==> src/rtl/prog_sequencer.sv <==
// Program sequencer for the single-cycle CPU: owns the PC, retires one instruction
// per cycle, stalls in MEM until the data memory acknowledges, and stops on HALT.
module prog_sequencer #(
    parameter int PC_W        = 10,
    parameter int CNT_W       = 16,
    parameter int MEM_TIMEOUT = 15
) (
    input  logic             clk,
    input  logic             rst_n,
    input  logic             start,
    input  logic [3:0]       opcode,
    input  logic [4:0]       operand,
    input  logic             branch_taken,
    input  logic [PC_W-1:0]  target,
    input  logic             mem_ready,
    output logic [PC_W-1:0]  pc,
    output logic             exec_en,
    output logic             mem_req,
    output logic             busy,
    output logic             done,
    output logic             error,
    output logic [CNT_W-1:0] cycle_count
);

    // Handshake: mem_req stays high for every MEM cycle; the access completes on
    // the first cycle mem_ready is sampled high while mem_req is high.
    typedef enum logic [2:0] {
        S_IDLE  = 3'd0,
        S_RUN   = 3'd1,
        S_MEM   = 3'd2,
        S_DONE  = 3'd3,
        S_ERROR = 3'd4
    } state_t;

    localparam int TW = $clog2(MEM_TIMEOUT + 1);

    state_t        state;
    logic [TW-1:0] tcnt;
    logic          is_halt;
    logic          is_mem;
    logic          tmo_hit;

    assign is_halt = (opcode == 4'b1111) && (operand == 5'b11111);
    assign is_mem  = (opcode == 4'b1011) || (opcode == 4'b1100);
    assign tmo_hit = (tcnt == TW'(MEM_TIMEOUT - 1));

    assign busy    = (state == S_RUN) || (state == S_MEM);
    assign done    = (state == S_DONE);
    assign error   = (state == S_ERROR);
    assign mem_req = (state == S_MEM);

    always_comb begin
        exec_en = 1'b0;
        case (state)
            S_RUN:   exec_en = !is_halt && !is_mem;
            S_MEM:   exec_en = mem_ready;
            default: exec_en = 1'b0;
        endcase
    end

    always_ff @(posedge clk or negedge rst_n) begin
        if (!rst_n) begin
            state       <= S_IDLE;
            pc          <= '0;
            cycle_count <= '0;
            tcnt        <= '0;
        end else begin
            if (busy && (cycle_count != {CNT_W{1'b1}}))
                cycle_count <= cycle_count + CNT_W'(1);

            case (state)
                S_IDLE, S_DONE, S_ERROR: begin
                    if (start) begin
                        state       <= S_RUN;
                        pc          <= '0;
                        cycle_count <= '0;
                    end
                end
                S_RUN: begin
                    if (is_halt) begin
                        state <= S_DONE;
                    end else if (is_mem) begin
                        state <= S_MEM;
                        tcnt  <= '0;
                    end else if (branch_taken) begin
                        pc <= target;
                    end else begin
                        pc <= pc + PC_W'(1);
                    end
                end
                S_MEM: begin
                    // Completion wins over a timeout landing on the same cycle.
                    if (mem_ready) begin
                        pc    <= pc + PC_W'(1);
                        state <= S_RUN;
                    end else if (tmo_hit) begin
                        state <= S_ERROR;
                    end else begin
                        tcnt <= tcnt + TW'(1);
                    end
                end
                default: state <= S_IDLE;
            endcase
        end
    end

endmodule

==> config.mk <==
export PLATFORM = sky130hd
export DESIGN_NAME = prog_sequencer
export DESIGN_NICKNAME = d
export VERILOG_FILES = /design/src/rtl/prog_sequencer.sv
export SDC_FILE = /design/constraint.sdc
export NUM_CORES = 1
export LEC_CHECK = 0
export CORE_UTILIZATION = 41
export CTS_BUF_LIST = sky130_fd_sc_hd__clkbuf_4 sky130_fd_sc_hd__clkbuf_8 sky130_fd_sc_hd__clkbuf_16
export CTS_CLUSTER_SIZE = 14
export DETAILED_ROUTE_END_ITERATION = 8
export GPL_TIMING_DRIVEN = 0
export PLACE_DENSITY = 0.72
export SYNTH_ARGS = -nofsm -noshare
export SYNTH_HDL_FRONTEND = slang
export SYNTH_SLANG_ARGS = --single-unit
==> constraint.sdc <==
create_clock -name clk -period 2.2 [get_ports clk]
set_input_delay 0.66 -clock clk [delete_from_list [all_inputs] [get_ports clk]]
set_output_delay 0.66 -clock clk [all_outputs]
set_load 0.02 [all_outputs]
==> run summary <==
Outcome -> finished with violations
Failing checks -> setup timing
Pleak -> 1.28 nW
Synth Warn # -> 0
CTS tree -> yes
Die H -> 73.4 um
Setup crit end kind -> primary output
CTS root buffer -> clkbuf_8
Reg2Reg Launch Point -> state[0]
Antenna-violating nets left -> 0
Most common flop cell mapped by yosys -> dfrtp_1
Remaining global-route overflow -> 0
Total Wirelength -> 5210 um
Die area -> 0.00539 mm^2
Placeable Area -> 0.00482 mm^2
Post-route cell area -> 0.00285 mm^2
Syn Area/Cell -> 9.20 um^2
Worst hold path class -> in2async
Inserted Clock Buffers -> 5
Clock H-tree levels -> 2
Final setup viols -> 1
Maximum vdd drop -> 0.630 mV
Routed length per instance -> 14.5 um
Area leader, netlist -> dfrtp_1
Clk buf depth -> 2
Rows -> 25
Die X -> 73.4 um
Placed Area -> 0.00271 mm^2
Relative slew slack -> 50.5%
Ant diodes -> 0
Initial antenna violation count -> 0
Worst slack at placement -> -1.10 ns
Vias in the first global route -> 1893
Arrival @ worst endpoint -> 1.55 ns
Post-Syn Nets -> 255
Seq/Total Area, Yosys -> 39.5%
Initial core utilization -> 43.4%
Worst-Margin Slew -> 0.743 ns
Max cap viols -> 0
CP Launch Type -> input pin
Kind of critical path -> in2out
Synth Instances -> 227
Worst EP required -> 1.54 ns
Final min period -> 2.21 ns
Synth top area share -> 39.5%
Pwr/cell area -> 1050 mW/mm^2
GRT Total Usage -> 21.2%
Worst-case clock skew -> 0.00842 ns
Synth-to-Final Area Change -> 36.5%
Post-DR vias/cell -> 5.56
Routed via count -> 1996
DRT Pass-1 Iters -> 4
1st-iter DRT viols -> 77
I/O Buffers -> 54
CP Max Fanout -> 2
Total Neg Setup Slack -> -0.0104 ns
Setup WS post-layout -> -0.0104 ns
Highest clock rate -> 452 MHz
IO Count -> 55
Cts-stage hold buffer count -> 0
Top cells by area, synth -> dfrtp_1, nor2_1, nand3_1, xor2_1, nand2_1
Total power -> 3.00 mW
DRC -> 0
GPL Wtd Cong -> 0.794
HPWL after DPL -> 3750 um
Largest net degree at the start of global routing -> 34
Clock sinks -> 33
Share of cells above drive strength 1 -> 19.2%
Crit share post-route -> 100%
Synthesized area -> 0.00209 mm^2
RSZ-0062 raised after global routing -> yes
Crit path from -> operand[3]
Reg clk slew, reported paths -> 0.08 ns
Number of flops mapped to enable cells by yosys -> 0
Nets -> 319
Final hold vios -> 0
Synth unique cells -> 53
Flops & latches, synth -> 33
Synth async-reset ratio -> 100%
Clock Latency Late Sink -> 0.29 ns
First-pass GRT wire length -> 8590 um
Final Slew Violations -> 0
cells in the final DEF (no fill, tap or decap), types with 3 or more instances in the layout:
master	count
a21oi_1	8
a2bb2oi_1	3
a31oi_1	4
a32oi_1	4
and3_1	9
buf_2	9
buf_4	3
buf_6	5
clkbuf_2	7
clkbuf_8	6
clkdlybuf4s50_1	38
dfrtp_1	33
ha_1	4
inv_1	8
mux2i_1	4
nand2_1	15
nand3_1	13
nand4_1	8
nor2_1	22
nor3_1	5
nor3_2	3
o21a_1	4
o21ai_0	8
o21ai_1	9
o31ai_1	5
xor2_1	7
per-stage QoR:
| step | cells | hold WS [ns] | util, % |
|---|---|---|---|
| after global routing | 359 | 0.487 | 59.2 |
| after floorplan | 227 | 0.364 | - |
| after CTS | 359 | 0.450 | 59.8 |
| after global placement | 348 | 0.505 | 56.4 |
| after detailed placement | 348 | 0.518 | 56.3 |
| final | 359 | 0.421 | 59.2 |
cells in the mapped netlist, drive strengths merged (2+ instances only):
cell,instances
o21ai,19
dfrtp,33
ha,4
a32oi,4
a21oi,9
or3b,2
nand4,8
o31ai,5
nand2,16
and4,2
nor2,23
nand3,13
and3,9
xor2,7
nor3,9
o21a,4
o22ai,2
inv,9
nor3b,2
nand2b,2
mux2i,4
or2,2
a21o,2
o2111ai,2
a2bb2oi,3
a31oi,5
nor2b,2
buf,11
report_power, final:
group	leakage, nW	internal [mW]	total (mW)	switching [mW]
Combinational	0.781	0.653	1.43	0.775
Clock	0.0619	0.382	0.623	0.241
Sequential	0.441	0.764	0.953	0.190
state kept, by name, indices dropped and copies added, names as in the netlist:
signal / flops
cycle_count: 16
pc: 10
state: 3
tcnt: 4
path summary, 6_finish.rpt:
path                       slack, ns  depth (start not counted)         endpoint
max                            -0.01                          6          exec_en
min                             0.42                          1   cycle_count[5]
min in group clk                0.52                          1  cycle_count[15]
max in group asynchronous       1.30                          1            pc[4]
max reg2reg                     0.47                          7            pc[3]
min reg2reg                     0.52                          1  cycle_count[15]
layer usage:
| layer | vias to the layer above | share of wire, % | global-route usage (%) |
|---|---|---|---|
| li1 | 963 | - | - |
| met1 | 976 | 44 | 25.4 |
| met2 | 51 | 50 | 37.3 |
| met3 | 6 | 4.1 | 5.35 |
| met4 | 0 | 1.2 | 6.20 |
| met5 | - | 0 | 0 |
critical path: stages:
cell,delay [ns]
dlygate4sd2_1,0.19
nand2_1,0.05
or3_4,0.39
nand2_4,0.08
o21ai_2,0.05
buf_6,0.13
what timing repair did:
item,in CTS,in global routing
endpoints found under the hold margin,0,0
pin swaps,6,5
endpoints found under the setup margin,10,5
setup buffers,3,0
gates resized for setup,34,17
kinds of logic after synthesis:
group / Yosys count / synth area share [%]
muxes: 5 / 2.46
buffers and inverters: 20 / 5.39
AOI/OAI and AO/OA: 61 / 20.1
and+or+nand+nor: 96 / 26.8
DFF: 33 / 39.5
xor gates and xnor gates: 8 / 3.35
adders and majority gates: 4 / 2.40
layout make-up:
class	instances	area (um^2)
buffer	11	78.8
clock buffer	7	90.1
clock inverter	1	30.0
fill	459	1960
inverter	9	33.8
multi-input combinational	174	1200
sequential	33	826
tap	67	83.8
timing repair buffer	57	514
(Power assumes the default switching activity.)
==> RTL edit 1 (config.mk and constraints unchanged) <==
`MEM_TIMEOUT`: 15 -> 16.
--- a/src/rtl/prog_sequencer.sv
+++ b/src/rtl/prog_sequencer.sv
@@ -3,7 +3,7 @@
 module prog_sequencer #(
     parameter int PC_W        = 10,
     parameter int CNT_W       = 16,
-    parameter int MEM_TIMEOUT = 15
+    parameter int MEM_TIMEOUT = 16
 ) (
     input  logic             clk,
     input  logic             rst_n,
Behaviour: same outputs for any inputs over 10 cycles, from zero or initial values and one cycle with rst_n low; that may be too few to reach the edited logic, so the function may still have changed.
==> RTL edit 1 against the unedited design <==
  * Wire length is 7.7% higher
  * First-iteration DRC count is 13% lower
  * Critical path type is now reg2out
  * Synthesized area is 8.4% higher
  * Sequential share of layout area is 1.3 points lower
  * Sequential cell count is 1 higher
  * Setup slack better by 0.016 ns
  * Critical path depth is 2 lower
  * Power is 1.2% lower
  * Final area is 8.4% higher
==> RTL edit 1: results (changes against the unedited design) <==
status:
  outcome: "completed"  # was finished, violations left
cells_and_area:
  drive_gt1_share_pct: 19.0  # was 19.2%
  finalNetCount: 340  # was 319
detailed_routing:
  wl_met3_um: 306  # was 216 um
  viasPerCell: 5.83  # was 5.56
  totalWireLength_um: 5610  # was 5210 um
  first_iter_violations: 67  # was 77
  wl_met2_um: 2680  # was 2630 um
global_routing:
  grt_use_total_pct: 20.0  # was 21.2%
  use_met3_pct: 4.91  # was 5.35%
  grt_pass1_wl_um: 9520  # was 8590 um
  grt.met1_usage_pct: 25.6  # was 25.4%
synth:
  synthXorXnorAreaFrac_pct: 2.37  # was 3.35%
  synthDistinctLibCells: 63  # was 53
  synth_common_cells: "34 x dfrtp_1, 18 x nand2_1, 10 x a21oi_1, 10 x inv_1"  # was 33 x dfrtp_1, 22 x nor2_1, 16 x nand2_1, 13 x nand3_1
  synth_area_leaders: "dfrtp_1 38%, mux2i_1 4.0%, nand2_1 3.0%"  # was dfrtp_1 40%, nor2_1 4.0%, nand3_1 3.1%
  ys_seq_area_share_pct: 37.5  # was 39.5%
  syn_avg_cell_area_um2: 9.44  # was 9.20 um^2
  synth_mux_area_share_pct: 5.63  # was 2.46%
  synth_fa_ha_area_share_pct: 2.21  # was 2.40%
placement:
  gp_congestion: 0.821  # was 0.794
  hpwl_um: 4000  # was 3750 um
  place_inst: 364  # was 348
cts:
  cts_resized: 47  # was 34
  postCtsSetupRepairBufs: 6  # was 3
setup_path:
  cp_slowest_stage_delay_ns: 0.45  # was 0.39 ns
  critPathSlowestCell: "or3b_4"  # was or3_4
  critical_path_arrival_ns: 1.53  # was 1.55 ns
  start_kind: "flop"  # was input pin
timing:
  maxSlewHeadroom_pct: 48.0  # was 50.5%
power:
  ir_drop_v: 0.000521  # was 0.000630 V
[RTL edit 1: cell types whose count changed after synthesis, sizes merged, moves of 5 or more]
cell	delta
nor2	-14
o211ai	+9
o2bb2ai	+7
xor2	-6
a22oi	+5
and3	-5
mux2i	+5
or4	+5
[RTL edit 1: stage by stage]
step | area (um^2) | total power, mW | TNS (ns) | setup slack [ns]
4_1_cts | 3050 | 2.94 | -0.0431 | -0.0431
5_1_grt | 3090 | 3.15 | -0.0490 | -0.0490
3_5_place_dp | 2890 | 2.44 | -4.84 | -0.854
2_1_floorplan | 2270 | 1.89 | 0 | 0.0705
6_report | 3090 | 2.97 | 0 | 0.00571
3_3_place_gp | 2890 | 2.41 | -15.61 | -0.878
[RTL edit 1: area by class of cell]
cell class                      instances  share of cell area [%]
Buffer                                  8                    1.62
Multi-Input combinational cell        186                    44.8
Inverter                               11                    1.50
Timing Repair Buffer                   66                    18.9
Sequential cell                        34                    27.6
Tap cell                               70                    2.83
Clock buffer                            6                    2.67
[RTL edit 1: worst paths after layout]
| kind | depth (start not counted) | end | slack (ns) |
|---|---|---|---|
| worst min register to register | 1 | tcnt[4]$_DFFE_PN0P_ | 0.50 |
| worst max register to register | 6 | pc[1]$_DFFE_PN0P_ | 0.21 |
| max in group asynchronous | 1 | state[1]$_DFFE_PN0P_ | 1.21 |
| worst min-delay path | 1 | cycle_count[0]$_DFF_PN0_ | 0.45 |
| min in group clk | 1 | tcnt[4]$_DFFE_PN0P_ | 0.50 |
| worst max-delay path | 4 | exec_en | 0.006 |
[RTL edit 1: where the power goes]
group | internal, mW | switching, mW
combinational | 0.732 | 0.797
sequential | 0.774 | 0.199
clock | 0.242 | 0.225
==> RTL edit 2 (same flow settings) <==
Made on the original files. Add an input register stage for `target`, with the module's reset; this delays it by one clock. The other inputs are not delayed to match.
--- a/src/rtl/prog_sequencer.sv
+++ b/src/rtl/prog_sequencer.sv
@@ -33,6 +33,16 @@
     } state_t;
 
     localparam int TW = $clog2(MEM_TIMEOUT + 1);
+
+    logic [PC_W-1:0] target_q;
+
+    always_ff @(posedge clk or negedge rst_n) begin
+        if (!rst_n) begin
+            target_q <= '0;
+        end else begin
+            target_q <= target;
+        end
+    end
 
     state_t        state;
     logic [TW-1:0] tcnt;
@@ -83,7 +93,7 @@
                         state <= S_MEM;
                         tcnt  <= '0;
                     end else if (branch_taken) begin
-                        pc <= target;
+                        pc <= target_q;
                     end else begin
                         pc <= pc + PC_W'(1);
                     end
Behaviour: not the same (a bounded check fails within 4 cycles, from zero or initial values and one cycle with rst_n low).
==> RTL edit 2 against the unedited design <==
  * The run still ends with negative setup slack left
  * Sequential power up 19%
  * Wire length up 2.6%
  * Synthesized area rose by 11%
  * Setup slack got worse by 0.027 ns
  * Maximum frequency fell by 1.2%
  * Sequential cell count grew 10
  * Die area grew 11%
  * Worst hold slack got worse by 0.14 ns
  * Power rose by 10%
  * Largest cell class unchanged
  * Final area is 13% higher
  * Via count rose by 5.9%
  * Largest power group unchanged
  * Count of clock-buffer cells in the layout is 1 higher
  * Combinational power is 13% higher
  * Clock power fell by 9.5%
  * Highest routed layer unchanged
  * Critical endpoint unchanged
==> RTL edit 2: results (changes against the unedited design) <==
detailed_routing:
  wire_per_inst_um: 13.9  # was 14.5 um
  totalWireLength_um: 5350  # was 5210 um
  first_iter_violations: 104  # was 77
  viasPerCell: 5.48  # was 5.56
status:
  outcome: "finished, violations left"  # unchanged
  violations: "negative setup slack"  # unchanged
placement:
  place_inst: 368  # was 348
  placed_area_mm2: 0.00297  # was 0.00271 mm^2
  hpwl_um: 3680  # was 3750 um
  gp_congestion: 0.771  # was 0.794
setup_path:
  startpoint: "mem_ready"  # was operand[3]
  r2r_start: "state[1]$_DFFE_PN0P_"  # was state[0]$_DFFE_PN0P_
  crit_fanout: 5  # was 2
  critical_path_arrival_ns: 1.58  # was 1.55 ns
  reg2regPathDepth: 9  # was 7
  rr_endpoint: "pc[1]$_DFFE_PN0P_"  # was pc[3]$_DFFE_PN0P_
power:
  power_frac_comb_pct: 48.8  # was 47.5%
  switchingPower_mw: 1.28  # was 1.21 mW
  ir_drop_v: 0.000447  # was 0.000630 V
synth:
  syn_avg_cell_area_um2: 9.66  # was 9.20 um^2
  synth_area_leaders: "dfrtp_1 46%, o21ai_0 3.9%, nand2_1 3.7%"  # was dfrtp_1 40%, nor2_1 4.0%, nand3_1 3.1%
  synthDistinctLibCells: 52  # was 53
  synth.top_cell.area_share_pct: 46.2  # was 39.5%
  synth_common_cells: "43 x dfrtp_1, 23 x nand2_1, 19 x nor2_1, 18 x o21ai_0"  # was 33 x dfrtp_1, 22 x nor2_1, 16 x nand2_1, 13 x nand3_1
  syn-num-nets: 269  # was 255
  ys_seq_area_share_pct: 46.2  # was 39.5%
cts:
  postCtsSetupRepairBufs: 4  # was 3
  cts_sinks: 43  # was 33
  cts_resized: 37  # was 34
cells_and_area:
  sh_seq_area_pct: 33.5  # was 28.9%
  clockBufferCount: 8  # was 7
  clock_area_share_pct: 3.23  # was 4.21%
  multi_input_area_mm2: 0.00124  # was 0.00120 mm^2
  nNonClkInverters: 8  # was 9
  top_regs: "cycle_count x16, pc x10, target_q x10"  # was cycle_count x16, pc x10, tcnt x4
  drive_gt1_share_pct: 19.4  # was 19.2%
  bufAreaShareNonClock_pct: 20.8  # about the same
  multi_input_comb_cells: 181  # was 174
  fillers: 491  # was 459
  fin_area_mm2: 0.00321  # was 0.00285 mm^2
  n_all_buffers: 74  # was 68
  finalNetCount: 341  # was 319
global_routing:
  grt_pass1_wl_um: 9530  # was 8590 um
  grt_use_total_pct: 19.9  # was 21.2%
  grt_pass1_vias: 2073  # was 1,893
timing:
  tightest_slew_ns: 0.602  # was 0.743 ns
  setup_viol: 1  # unchanged
  timing.final.ws_setup_ns: -0.0376  # was -0.0104 ns
  fin_skew_ns: 0.00568  # was 0.00842 ns
floorplanning:
  rows: 27  # was 25
==> RTL edit 2: worst max-delay path, cell delays in order <==
cell             delay (ns)
clkdlybuf4s50_1        0.54
a21o_2                 0.25
buf_6                  0.12
==> RTL edit 2: through the flow <==
stage	total power, mW	setup WS, ns
2_1_floorplan	2.01	0.0947
4_1_cts	3.18	-0.171
3_5_place_dp	2.55	-0.962
3_3_place_gp	2.52	-0.968
6_report	3.32	-0.0376
5_1_grt	3.54	-0.126
==> RTL edit 2: cells by family (layout without fill, tap and decap cells) <==
family / Yosys count / in the layout / share of synthesized area [%]
AND/OR/NAND/NOR: 102 / 102 / 23.9
adder cells (fa/ha/maj): 4 / 4 / 2.15
buffers and inverters: 17 / 90 / 4.25
multiplexers: 7 / 7 / 3.55
XOR/XNOR: 8 / 8 / 3.01
flip-flops: 43 / 43 / 46.2
AO/OA/AOI/OAI: 60 / 60 / 17.0
==> RTL edit 2: routing by layer <==
metal	track usage, %	wire [um]	part of all wire [%]	vias up
li1	-	-	-	1020
met1	24.9	2290	43	1020
met2	33.6	2740	51	65
met3	3.76	222	4.1	9
met4	7.74	90	1.7	0
met5	0	0	0	-
==> RTL edit 2: worst min-delay path by stage <==
| stage | slack (ns) | to | cells past startpoint |
|---|---|---|---|
| 6_report | 0.29 | target_q[2]$_DFF_PN0_ | 1 |
| 5_1_grt | 0.31 | target_q[8]$_DFF_PN0_ | 1 |
| 4_1_cts | 0.30 | target_q[2]$_DFF_PN0_ | 1 |
| 3_5_place_dp | 0.51 | cycle_count[2]$_DFF_PN0_ | 1 |
| 3_3_place_gp | 0.51 | cycle_count[2]$_DFF_PN0_ | 1 |
| 2_1_floorplan | 0.36 | cycle_count[0]$_DFF_PN0_ | 0 |
